`config.mk`:
```
export PLATFORM = sky130hd
export DESIGN_NAME = fp_result_collector
export DESIGN_NICKNAME = d
export VERILOG_FILES = /design/src/rtl/fp_result_collector.sv
export SDC_FILE = /design/constraint.sdc
export NUM_CORES = 1
export LEC_CHECK = 0
export CAP_MARGIN = 20
export CORE_UTILIZATION = 55
export CTS_CLUSTER_SIZE = 14
export DETAILED_ROUTE_END_ITERATION = 16
export GPL_ROUTABILITY_DRIVEN = 0
export PLACE_DENSITY = 0.73
export SLEW_MARGIN = 5
export SYNTH_ARGS = -nofsm -noshare
export SYNTH_HDL_FRONTEND = slang
export SYNTH_SLANG_ARGS = --single-unit
```
`constraint.sdc`:
```
create_clock -name clkIn -period 3.4 [get_ports clkIn]
set_input_delay 0.51 -clock clkIn [delete_from_list [all_inputs] [get_ports clkIn]]
set_output_delay 0.51 -clock clkIn [all_outputs]
set_load 0.02 [all_outputs]
```
`src/rtl/fp_result_collector.sv`:
```
// ---------------------------------------------------------------------------
// fp_result_collector
//   Receiving end of the floating-point multiplier result stream. Every
//   validIn beat is captured into a first-word-fall-through FIFO that the
//   consumer drains with a pop handshake. Dropped beats and IEEE-754 binary32
//   special values (NaN, Inf, zero/subnormal) are reported as sticky status.
//
// Ports
//   clkIn        in   1        single clock, rising edge
//   rstIn        in   1        asynchronous reset, active low
//   validIn      in   1        result beat valid (producer cannot be stalled)
//   dataIn       in   WIDTH    binary32 result
//   readIn       in   1        pop request from consumer
//   clearIn      in   1        synchronous flush and status clear
//   dataOut      out  WIDTH    FIFO head, 0 while empty
//   validOut     out  1        FIFO not empty
//   countOut     out  CW       occupancy 0..DEPTH
//   overflowOut  out  1        sticky: a beat was dropped
//   dropCountOut out  16       dropped beats, saturating
//   flagsOut     out  3        sticky: [0] NaN, [1] Inf, [2] zero/subnormal
// ---------------------------------------------------------------------------
module fp_result_collector #(
  parameter int DEPTH = 16,
  parameter int WIDTH = 32
) (
  input  logic                       clkIn,
  input  logic                       rstIn,
  input  logic                       validIn,
  input  logic [WIDTH-1:0]           dataIn,
  input  logic                       readIn,
  input  logic                       clearIn,
  output logic [WIDTH-1:0]           dataOut,
  output logic                       validOut,
  output logic [$clog2(DEPTH):0]     countOut,
  output logic                       overflowOut,
  output logic [15:0]                dropCountOut,
  output logic [2:0]                 flagsOut
);

  localparam int AW = $clog2(DEPTH);
  localparam int CW = AW + 1;
  localparam logic [CW-1:0] DepthC = CW'(DEPTH);

  logic [WIDTH-1:0] memQ [DEPTH];

  logic [AW-1:0] wrPtrQ, wrPtrD;
  logic [AW-1:0] rdPtrQ, rdPtrD;
  logic [CW-1:0] countQ, countD;
  logic          overflowQ, overflowD;
  logic [15:0]   dropCountQ, dropCountD;
  logic [2:0]    flagsQ, flagsD;

  logic          pop;
  logic          push;
  logic          memWe;
  logic [7:0]    expField;
  logic [22:0]   manField;
  logic [2:0]    beatFlags;

  // Classify the incoming word as a binary32 value. Every validIn beat is
  // classified, including beats that end up being dropped.
  always_comb begin
    expField     = dataIn[30:23];
    manField     = dataIn[22:0];
    beatFlags    = 3'b000;
    beatFlags[0] = (expField == 8'hFF) && (manField != 23'd0);
    beatFlags[1] = (expField == 8'hFF) && (manField == 23'd0);
    beatFlags[2] = (expField == 8'h00);
  end

  // Handshake and next-state logic. A pop frees a slot in the same cycle, so
  // a full FIFO can accept a beat while it is being read. clearIn overrides
  // everything that would otherwise happen this cycle.
  always_comb begin
    pop        = readIn && (countQ != '0);
    push       = validIn && ((countQ < DepthC) || pop);
    memWe      = 1'b0;
    wrPtrD     = wrPtrQ;
    rdPtrD     = rdPtrQ;
    countD     = countQ;
    overflowD  = overflowQ;
    dropCountD = dropCountQ;
    flagsD     = flagsQ;

    if (clearIn) begin
      wrPtrD     = '0;
      rdPtrD     = '0;
      countD     = '0;
      overflowD  = 1'b0;
      dropCountD = '0;
      flagsD     = 3'b000;
    end else begin
      memWe = push;
      if (push) begin
        wrPtrD = wrPtrQ + AW'(1);
      end
      if (pop) begin
        rdPtrD = rdPtrQ + AW'(1);
      end
      if (push && !pop) begin
        countD = countQ + CW'(1);
      end else if (pop && !push) begin
        countD = countQ - CW'(1);
      end
      if (validIn) begin
        flagsD = flagsQ | beatFlags;
      end
      if (validIn && !push) begin
        overflowD = 1'b1;
        if (dropCountQ != 16'hFFFF) begin
          dropCountD = dropCountQ + 16'd1;
        end
      end
    end
  end

  // Control and status registers; all lost immediately on reset.
  always_ff @(posedge clkIn or negedge rstIn) begin
    if (!rstIn) begin
      wrPtrQ     <= '0;
      rdPtrQ     <= '0;
      countQ     <= '0;
      overflowQ  <= 1'b0;
      dropCountQ <= '0;
      flagsQ     <= 3'b000;
    end else begin
      wrPtrQ     <= wrPtrD;
      rdPtrQ     <= rdPtrD;
      countQ     <= countD;
      overflowQ  <= overflowD;
      dropCountQ <= dropCountD;
      flagsQ     <= flagsD;
    end
  end

  // Storage has no reset: stale entries are never visible because the head
  // output is gated by the occupancy count.
  always_ff @(posedge clkIn) begin
    if (memWe) begin
      memQ[wrPtrQ] <= dataIn;
    end
  end

  assign validOut     = (countQ != '0);
  assign dataOut      = validOut ? memQ[rdPtrQ] : '0;
  assign countOut     = countQ;
  assign overflowOut  = overflowQ;
  assign dropCountOut = dropCountQ;
  assign flagsOut     = flagsQ;

endmodule

```
==> results of run 1 <==
state kept, by name, indices dropped and copies added (netlist names):
register and cells:
overflowOut 1, dropCountOut 16, rdPtrQ 4, flagsOut 3, wrPtrQ 4, memQ 512
countOut 5
cell usage after synthesis (2+ instances only):
cell,n
a21oi_2,2
ha_1,10
nor4b_1,2
o31ai_1,2
mux2_2,6
xnor2_1,2
o21a_1,4
buf_2,16
nand3_1,15
o21ai_2,2
a41oi_1,2
and3_1,4
nand2_1,13
inv_1,11
nand2b_1,4
edfxtp_1,512
a21oi_1,12
or4_1,3
nor2b_1,10
buf_4,3
mux2_4,4
mux4_2,128
buf_6,2
nor2_1,40
buf_1,13
o21ai_0,3
nor3_1,4
nor4_1,10
clkbuf_1,20
o22ai_1,32
mux2i_1,65
nand4_1,4
a211oi_1,5
xor2_1,4
a21o_1,4
dfrtp_1,33
and2_1,2
cell usage in the layout, fill, tap and decap left out, types with 10 or more instances in the layout:
| cell | instances |
|---|---|
| dlygate4sd2_1 | 17 |
| mux4_2 | 128 |
| nor2_4 | 16 |
| inv_1 | 11 |
| clkbuf_16 | 54 |
| buf_12 | 17 |
| nor2_1 | 24 |
| nand3_1 | 15 |
| buf_4 | 55 |
| clkinv_1 | 12 |
| ha_1 | 10 |
| nor2b_1 | 10 |
| mux2i_1 | 65 |
| a21oi_1 | 12 |
| clkdlybuf4s50_1 | 68 |
| nand2_1 | 12 |
| o22ai_1 | 32 |
| clkbuf_1 | 13 |
| edfxtp_1 | 512 |
| dfrtp_1 | 30 |
area by class of cell:
type / count / area share (%)
clock inverter: 30 / 1.09
tap: 518 / 2.53
timing repair buffer: 174 / 7.34
inverter: 11 / 0.161
clock buffer: 66 / 5.36
multi-input combinational: 420 / 20.3
sequential: 545 / 63.2
timing repair:
| item | 4_1_cts | 5_1_grt |
|---|---|---|
| resized for setup | 22 | 13 |
| gates cloned | 2 | 1 |
| buffers inserted | 2 | 5 |
| endpoints found under the setup margin | 30 | 16 |
worst paths after layout:
kind                                         start                     endpoint  slack, ns  cells past startpoint
setup / recovery             rdPtrQ[0]$_DFFE_PN0P_                  dataOut[28]       0.08                      7
hold / removal                               rstIn  dropCountOut[8]$_DFFE_PN0P_       0.34                      2
setup reg to reg           countOut[0]$_DFFE_PN0P_      countOut[4]$_DFFE_PN0P_       0.82                      7
hold reg to reg            flagsOut[1]$_DFFE_PN0P_      flagsOut[1]$_DFFE_PN0P_       0.49                      1
max in group asynchronous                    rstIn        rdPtrQ[0]$_DFFE_PN0P_       2.69                      2
min in group clkIn         flagsOut[1]$_DFFE_PN0P_      flagsOut[1]$_DFFE_PN0P_       0.49                      1
cells by family after synthesis:
kind of cell	count (synthesis)	share of synthesized area (%)
AOI/OAI and AO/OA	79	2.57
xor gates and xnor gates	6	0.244
adders and majority gates	11	0.673
buffers and inverters	65	1.35
DFF	545	75.1
muxes	203	17.0
and+or+nand+nor	121	3.09
report_power, final:
group	internal, uW	switching (uW)	total [uW]	leakage, uW
clock network	3240	2410	5650	0.000803
logic	1980	2070	4050	0.00238
registers	7460	131	7590	0.00506
per-layer routing:
| layer | vias to the layer above | wire length, microns | global-route usage (%) |
|---|---|---|---|
| met1 | 5691 | 18900 | 34.5 |
| met3 | 63 | 3520 | 4.39 |
| met2 | 421 | 23500 | 39.2 |
| li1 | 4647 | - | - |
| met4 | 0 | 941 | 6.73 |
| met5 | - | 0 | 0 |
per-stage QoR:
step	cells	setup TNS [ns]	hold slack (ns)	util (%)	cell area (sq um)
3_3_place_gp	1658	0	0.476	61.6	23800
3_5_place_dp	1658	0	0.480	61.6	23800
6_report	1764	0	0.339	66.4	25600
5_1_grt	1764	-0.0201	0.364	66.4	25600
4_1_cts	1758	-0.0905	0.325	66.1	25500
2_1_floorplan	1030	0	0.214	-	21600
==> results.toml, run 1 <==
[timing]
worstMarginPinSlew_ns = 0.685
hold_violations = 0
relSlewSlack_pct = 54.2
finalWorstSetupSlack_ns = 0.0830
finClkSkew_ns = 0.0129
period_needed_ns = 3.32
fmax_mhz = 301
slew_viol_final = 0
post-route-period-util_pct = 97.6
finalSetupViolCount = 0

[critical_path]
cp_cell_sequence = "buf_12 -> buf_4 -> bufbuf_16 -> mux4_2 -> mux2i_1 -> o22ai_1 -> dlygate4sd2_1"
path_buf_inv = 4
arrival_ns = 2.81
worstPathMaxFanout = 10
start_kind = "register"
critPathSlowestCell = "dfrtp_4"
crit_family = "buffers and inverters"
endpoint_kind = "output port"
max_stage_delay_ns = 0.53
critPathRequiredTime_ns = 2.89
path_class = "reg2out"

[synthesis]
asyncSetResetFlopFracSynth_pct = 6.06
synth_area_leader_cell = "edfxtp_1"
synth.top_cell.area_share_pct = 71.3
yosys_warnings = 0
syn-num-nets = 1078
synth_area_leaders = "edfxtp_1 71%, mux4_2 13%, dfrtp_1 3.8%"
postSynthAreaPerCell_sq_um = 20.9
synth.cell_area_sq_um = 21600
seq_area_frac_synth_pct = 75.1
synth_edf_count = 512
syn_inst = 1030
synth-seq-cells = 545
synthFlopType = "edfxtp_1"
synth_cell_type_count = 59

[floorplan]
start_util_pct = 55.8
die_w_microns = 200
fp-row-count = 72
io_pins = 95
core_area_sq_um = 38600
fp.dieH_microns = 200
fp.dieArea_sq_um = 40000

[routing]
drtPass1Iterations = 7
route.detailed.drc = 0
wl_mm = 46.9
drtIter0Drc = 1093
vias_per_cell = 6.13
drtAntennaViolNets = 0
vias = 10822
wl_per_cell_microns = 26.6

[cts]
hold_buffers = 0
clk-insertion-delay-late_ns = 0.59
cts.clk_slew.worst_paths_ns = 0.06
root_buffer = "clkbuf_16"
numClockSinks = 545
cts_made_buffers = 52
cts_tree = "built"
clock_path_buffers = 3
cts_max_level = 2

[global_routing]
grt_max_degree = 41
antenna_found_initial = 0
gr-total-overflow = 0
grt_usage_pct = 24.3
grt_pass1_vias = 11040
grt_pass1_wl_mm = 69.2

[pwr]
vdd_drop_max_uv = 461
cellLeakagePower_uw = 0.00824
p_total_uw = 17300
p_per_area_nw_per_um2 = 674

[final_layout]
register_area_sq_um = 16200
diodes = 0
layout.nets = 1252
nFillCells = 2437
multi_input_area_sq_um = 5210
area_growth_pct = 18.9
drive_gt1_share_pct = 26.1

[hold_path]
hold_class = "in2async"

[run]
max-cap-violations = 0

[placed_design]
hpwlAfterDp_mm = 25.6
port_buffers = 94
post-place-ws_ns = 0.455

[outcome]
outcome = "complete, no violations"
No activity file was read; power rests on OpenSTA's default activity.
==> inputs of run 2 (changes only) <==
==> constraint.sdc (replaced) <==
create_clock -name clkIn -period 3.73 [get_ports clkIn]
set_input_delay 0.5595 -clock clkIn [delete_from_list [all_inputs] [get_ports clkIn]]
set_output_delay 0.5595 -clock clkIn [all_outputs]
set_load 0.02 [all_outputs]
==> run 2 against run 1 <==
Effect of this change:
- cell area decreased by 0.53%
- die area did not move
- critical path type unchanged
- sequential cell count did not move
- clock power decreased by 6.4%
- sequential share of layout area grew 0.34 points
- register-to-register slack better by 0.29 ns
- combinational power fell by 9.9%
- non-clock buffer count decreased by 15
==> results.toml, run 2 (synthesized netlist as in run 1, its figures left out) <==
[global_routing]
gr-total-overflow = 0
antenna_found_initial = 1
grt_pass1_wl_mm = 70.0
grt_usage_pct = 24.6
grt_max_degree = 59
grt_pass1_vias = 11225

[critical_path]
r2r_cells = 7
crit_family = "buffers and inverters"
regToRegSetupSlack_ns = 1.11
critPathRequiredTime_ns = 3.17
endpoint_kind = "output port"
start_kind = "register"
worstReg2RegStart = "countOut[0]$_DFFE_PN0P_"
crit_top_cell = "buf_4"
critPathSlowestCell = "clkdlybuf4s50_1"
cp_cell_sequence = "nor4_2 -> nand2b_1 -> buf_4 -> nand2_4 -> buf_4 -> o22ai_1 -> clkdlybuf4s50_1"
path_buf_inv = 3
worstPathMaxFanout = 14
max_stage_delay_ns = 0.59
arrival_ns = 3.03
path_class = "reg2out"
r2r_end = "countOut[4]$_DFFE_PN0P_"

[floorplan]
core_area_sq_um = 38600
io_pins = 95
start_util_pct = 55.8
fp.dieH_microns = 200
die_w_microns = 200
fp-row-count = 72
fp.dieArea_sq_um = 40000

[pwr]
p_per_area_nw_per_um2 = 623
cellLeakagePower_uw = 0.00800
vdd_drop_max_uv = 406

[cts]
cts_made_buffers = 53
cts.clk_slew.worst_paths_ns = 0.06
cts_max_level = 2
root_buffer = "clkbuf_16"
clock_path_buffers = 3
clk-insertion-delay-late_ns = 0.59
numClockSinks = 545
cts_tree = "built"

[final_layout]
drive_gt1_share_pct = 24.9
largest_register_ffs = 512
area_growth_pct = 18.3
top_register = "memQ"
layout.nets = 1238
final_common_cell = "edfxtp_1"
nFillCells = 2495
final_area_sq_um = 25500
final_cell_mix = "512 x edfxtp_1, 128 x mux4_2, 94 x clkdlybuf4s50_1"
diodes = 0

[run]
max-cap-violations = 0

[timing]
relSlewSlack_pct = 41.5
post-route-period-util_pct = 96.4
fin_setup_tns_ns = 0
rsz0062_at_grt = "no"
finClkSkew_ns = 0.0117
hold_violations = 0
period_needed_ns = 3.59
slew_viol_final = 0
fmax_mhz = 278
finalSetupViolCount = 0
worstMarginPinSlew_ns = 0.875

[routing]
route.detailed.drc = 0
wl_per_cell_microns = 27.0
vias = 10830
drtIter0Drc = 910
vias_per_cell = 6.19
drtAntennaViolNets = 0
drtPass1Iterations = 5
wl_mm = 47.3

[placed_design]
port_buffers = 94
hpwlAfterDp_mm = 26.1
post_dp_cell_area_sq_um = 23700

[hold_path]
hold_class = "in2async"

[outcome]
outcome = "complete, no violations"
==> run 2: cell count changes in the layout (fill, tap and decap cells not counted), moves of 2 or more <==
| cell | before | now |
|---|---|---|
| dlygate4sd2_1 | 17 | 0 |
| clkinv_1 | 12 | 15 |
| clkdlybuf4s50_1 | 68 | 94 |
| buf_12 | 17 | 20 |
| buf_16 | 4 | 0 |
| buf_4 | 55 | 45 |
| dlymetal6s2s_1 | 8 | 0 |
| inv_6 | 3 | 1 |
==> run 2: per-stage QoR <==
stage	setup slack, ns	hold WS [ns]	total power, uW	std cells	util, %
2_1_floorplan	0.610	0.264	9260	1030	-
3_3_place_gp	0.578	0.489	10600	1642	61.3
3_5_place_dp	0.542	0.504	10700	1642	61.3
4_1_cts	0.0146	0.495	16000	1741	65.8
5_1_grt	0.0411	0.543	16500	1751	66.0
6_report	0.136	0.469	15900	1751	66.0
==> run 2: power by group <==
group | total [uW] | switching [uW] | internal [uW]
clock network | 5290 | 2190 | 3100
logic | 3650 | 1850 | 1800
registers | 6950 | 146 | 6810
==> run 2: cell type report <==
class / count / area (sq um) / area share, %
tap: 518 / 648 / 2.54
clock inverter: 29 / 283 / 1.11
clock buffer: 69 / 1430 / 5.60
inverter: 11 / 41.3 / 0.162
timing repair buffer: 159 / 1680 / 6.58
multi-input combinational: 420 / 5220 / 20.5
sequential: 545 / 16200 / 63.5
==> run 2: timing repair <==
| item | 4_1_cts | 5_1_grt |
|---|---|---|
| resized for setup | 2 | 1 |
| setup buffers | 1 | 10 |
| hold buffers | 0 | 0 |
| gates cloned | 0 | 0 |
| endpoints found under the setup margin | 14 | 8 |
==> run 2: worst max path at each step <==
stage / cells after the start / endpoint / slack, ns / from
after global routing: 7 / dataOut[12] / 0.04 / countOut[0]$_DFFE_PN0P_
after detailed placement: 6 / dataOut[24] / 0.54 / countOut[0]$_DFFE_PN0P_
final: 7 / dataOut[24] / 0.14 / countOut[0]$_DFFE_PN0P_
after floorplan: 5 / memQ[10][0]$_DFFE_PP_ / 0.61 / validIn
after global placement: 6 / dataOut[24] / 0.58 / countOut[0]$_DFFE_PN0P_
after CTS: 5 / dataOut[26] / 0.01 / rdPtrQ[0]$_DFFE_PN0P_
==> run 2: worst register-to-register path, stage by stage (launching register included) <==
cell      delay [ns]
dfrtp_1         0.51
o41ai_2         0.44
nand3b_1        0.40
fa_1            0.56
a21o_1          0.19
a21oi_1         0.18
a21o_1          0.11
a41oi_1         0.10
==> run 2: metal layers <==
metal / track usage (%) / vias to the layer above / part of all wire (%)
met2: 41.0 / 430 / 50
met5: 0 / - / 0
li1: - / 4617 / -
met3: 3.78 / 94 / 6.3
met1: 33.3 / 5689 / 40
met4: 9.10 / 0 / 3.0
==> inputs of run 3 (changes only) <==
--- a/config.mk
+++ b/config.mk
@@ -5,7 +5,7 @@
 export SDC_FILE = /design/constraint.sdc
 export NUM_CORES = 1
 export LEC_CHECK = 0
-export CAP_MARGIN = 20
+export ABC_AREA = 1
 export CORE_UTILIZATION = 55
 export CTS_CLUSTER_SIZE = 14
 export DETAILED_ROUTE_END_ITERATION = 16
==> run 3 against run 2 <==
Effect of this change:
- first-iteration DRC count is 59% higher
- combinational power is 30% higher
- synthesized area is 4.7% higher
- via count is 43% higher
- clock power is 2% lower
- highest routed layer unchanged
==> results.toml, run 3 <==
[outcome]
outcome = "complete, no violations"

[cts]
hold_buffers = 0
cts.clk_slew.worst_paths_ns = 0.06
cts_resized = 0
cts_max_level = 2
postCtsSetupBuffers = 0
clk-insertion-delay-late_ns = 0.61
cts_made_buffers = 53
root_buffer = "clkbuf_16"
numClockSinks = 545
clock_path_buffers = 3
cts_tree = "built"

[routing]
wl_met1_mm = 22.7
drtPass1Iterations = 7
wl_met2_mm = 27.4
drtAntennaViolNets = 0
vias = 15440
vias_per_cell = 5.80
wl_per_cell_microns = 20.9
drtIter0Drc = 1444
dr_wl_met3_mm = 4.05
route.detailed.drc = 0
wl_mm = 55.8
maxUsedRoutingLayer = "met4"

[run]
max-cap-violations = 0

[pwr]
vdd_drop_max_uv = 567
p_per_area_nw_per_um2 = 642
pwr-share-comb_pct = 28.1
power.switching_uw = 5460
swShare_pct = 32.5
clockPowerShare_pct = 30.8
cellLeakagePower_uw = 0.00953
seqPwrFrac_pct = 41.0
power.internal_uw = 11300

[final_layout]
register_area_sq_um = 16200
area_growth_pct = 15.8
final_cell_mix = "728 x nand2_1, 512 x edfxtp_1, 417 x nand3_1"
utilization_pct = 65.3
top_register = "memQ"
layout.nets = 2143
diodes = 0
largest_register_ffs = 512
multi_input_area_sq_um = 5850
final_common_cell = "nand2_1"
nFillCells = 2949
drive_gt1_share_pct = 7.57
final_area_sq_um = 26200

[floorplan]
fp.dieH_microns = 205
core_area_sq_um = 40100
start_util_pct = 56.3
fp-row-count = 73
fp.dieArea_sq_um = 41900
die_w_microns = 205
io_pins = 95

[critical_path]
path_class = "reg2out"
worstPathMaxFanout = 133
critPathRequiredTime_ns = 3.17
start_kind = "register"
endpoint_kind = "output port"
arrival_ns = 3.12

[placed_design]
hpwlAfterDp_mm = 29.5
post-place-ws_ns = 0.704
post_dp_cell_area_sq_um = 24500
port_buffers = 94

[synthesis]
yosys_warnings = 0
synth_edf_count = 512
synth-seq-cells = 545
postSynthAreaPerCell_sq_um = 11.3
synth_cell_type_count = 28
seq_area_frac_synth_pct = 71.7
synthFlopType = "edfxtp_1"
synth_area_leader_cell = "edfxtp_1"
synth_commonest_cells = "728 x nand2_1, 512 x edfxtp_1, 417 x nand3_1"
syn-num-nets = 2051
asyncSetResetFlopFracSynth_pct = 6.06
syn_inst = 2003
synth.cell_area_sq_um = 22600
synth_area_leaders = "edfxtp_1 68%, nand2_1 12%, nand3_1 9.2%"
yosysMostFrequentCell = "nand2_1"
synth.top_cell.area_share_pct = 68.0

[global_routing]
grt_pass1_wl_mm = 86.7
grt_pass1_vias = 15473
grt_max_degree = 134
antenna_found_initial = 0
gr-total-overflow = 0
grt_usage_pct = 27.4

[timing]
post-route-period-util_pct = 98.7
fin_setup_tns_ns = 0
slew_viol_final = 0
rsz0062_at_grt = "no"
period_needed_ns = 3.68
worstMarginPinSlew_ns = 1.17
finalWorstSetupSlack_ns = 0.0492
fin_hold_ws_ns = 0.500
relSlewSlack_pct = 21.5
finClkSkew_ns = 0.0103
finalSetupViolCount = 0
fmax_mhz = 272
hold_violations = 0

[hold_path]
hold_class = "reg2reg"
[run 3: changes by cell type after synthesis, sizes merged, moves of 7 or more]
cell	delta
nor2	+13
buf	+53
mux2i	-65
a21oi	+28
nand2	+716
nor4	-10
o21ai	+16
mux4	-128
nor2b	-10
mux2	-10
nand3	+402
clkbuf	+7
o22ai	-32
inv	+27
[run 3: final cells by class]
cell class	instances	area share [%]
repair buffers	151	6.25
well taps	525	2.51
clock buffers	65	5.28
clock inverters	34	1.08
inverters	39	0.588
flip-flops and latches	545	61.9
multi-input cells	1305	22.4
[run 3: power by group through the flow]
stage               Sequential [uW]  Combinational (uW)  Clock, uW
floorplan                      7020                2940          0
CTS                            6890                4730       5230
detailed placement             7020                4680          0
finish                         6890                4730       5180
global route                   6900                5200       5470
global placement               7010                4600          0
[run 3: final timing paths]
check / endpoint / cells after the start / start / slack (ns)
worst max-delay path: dataOut[7] / 8 / rdPtrQ[0]$_DFFE_PN0P_ / 0.05
worst min-delay path: wrPtrQ[3]$_DFFE_PN0P_ / 1 / wrPtrQ[3]$_DFFE_PN0P_ / 0.50
worst max register to register: countOut[4]$_DFFE_PN0P_ / 11 / countOut[4]$_DFFE_PN0P_ / 1.34
worst min register to register: wrPtrQ[3]$_DFFE_PN0P_ / 1 / wrPtrQ[3]$_DFFE_PN0P_ / 0.50
max in group asynchronous: rdPtrQ[0]$_DFFE_PN0P_ / 1 / rstIn / 2.30
min in group asynchronous: dropCountOut[13]$_DFFE_PN0P_ / 1 / rstIn / 0.58
[run 3: stage by stage]
step,total power [uW],cells
floorplan,9970,2003
global placement,11600,2565
detailed placement,11700,2565
CTS,16800,2664
global route,17600,2664
finish,16800,2664
[run 3: routing by layer]
metal / vias up / global-route usage, %
met5: - / 0
met2: 638 / 45.4
met1: 7531 / 36.6
li1: 7146 / -
met4: 0 / 10.1
met3: 125 / 4.39
[run 3: cell families after synthesis]
group                    synth area share (%)
AND/OR/NAND/NOR                          22.7
flip-flops                               71.7
buffers and inverters                    2.96
AO/OA/AOI/OAI                            1.60
adder cells (fa/ha/maj)                 0.642
XOR/XNOR                                0.388
[run 3: worst max-delay path, cell delays in order (launching register included)]
cell,delay [ns]
dfrtp_4,0.50
buf_16,0.38
nand2_1,0.11
nand3_1,0.12
nand3_1,0.09
nand2_1,0.08
nand2_1,0.05
a21oi_1,0.33
clkdlybuf4s50_1,0.67
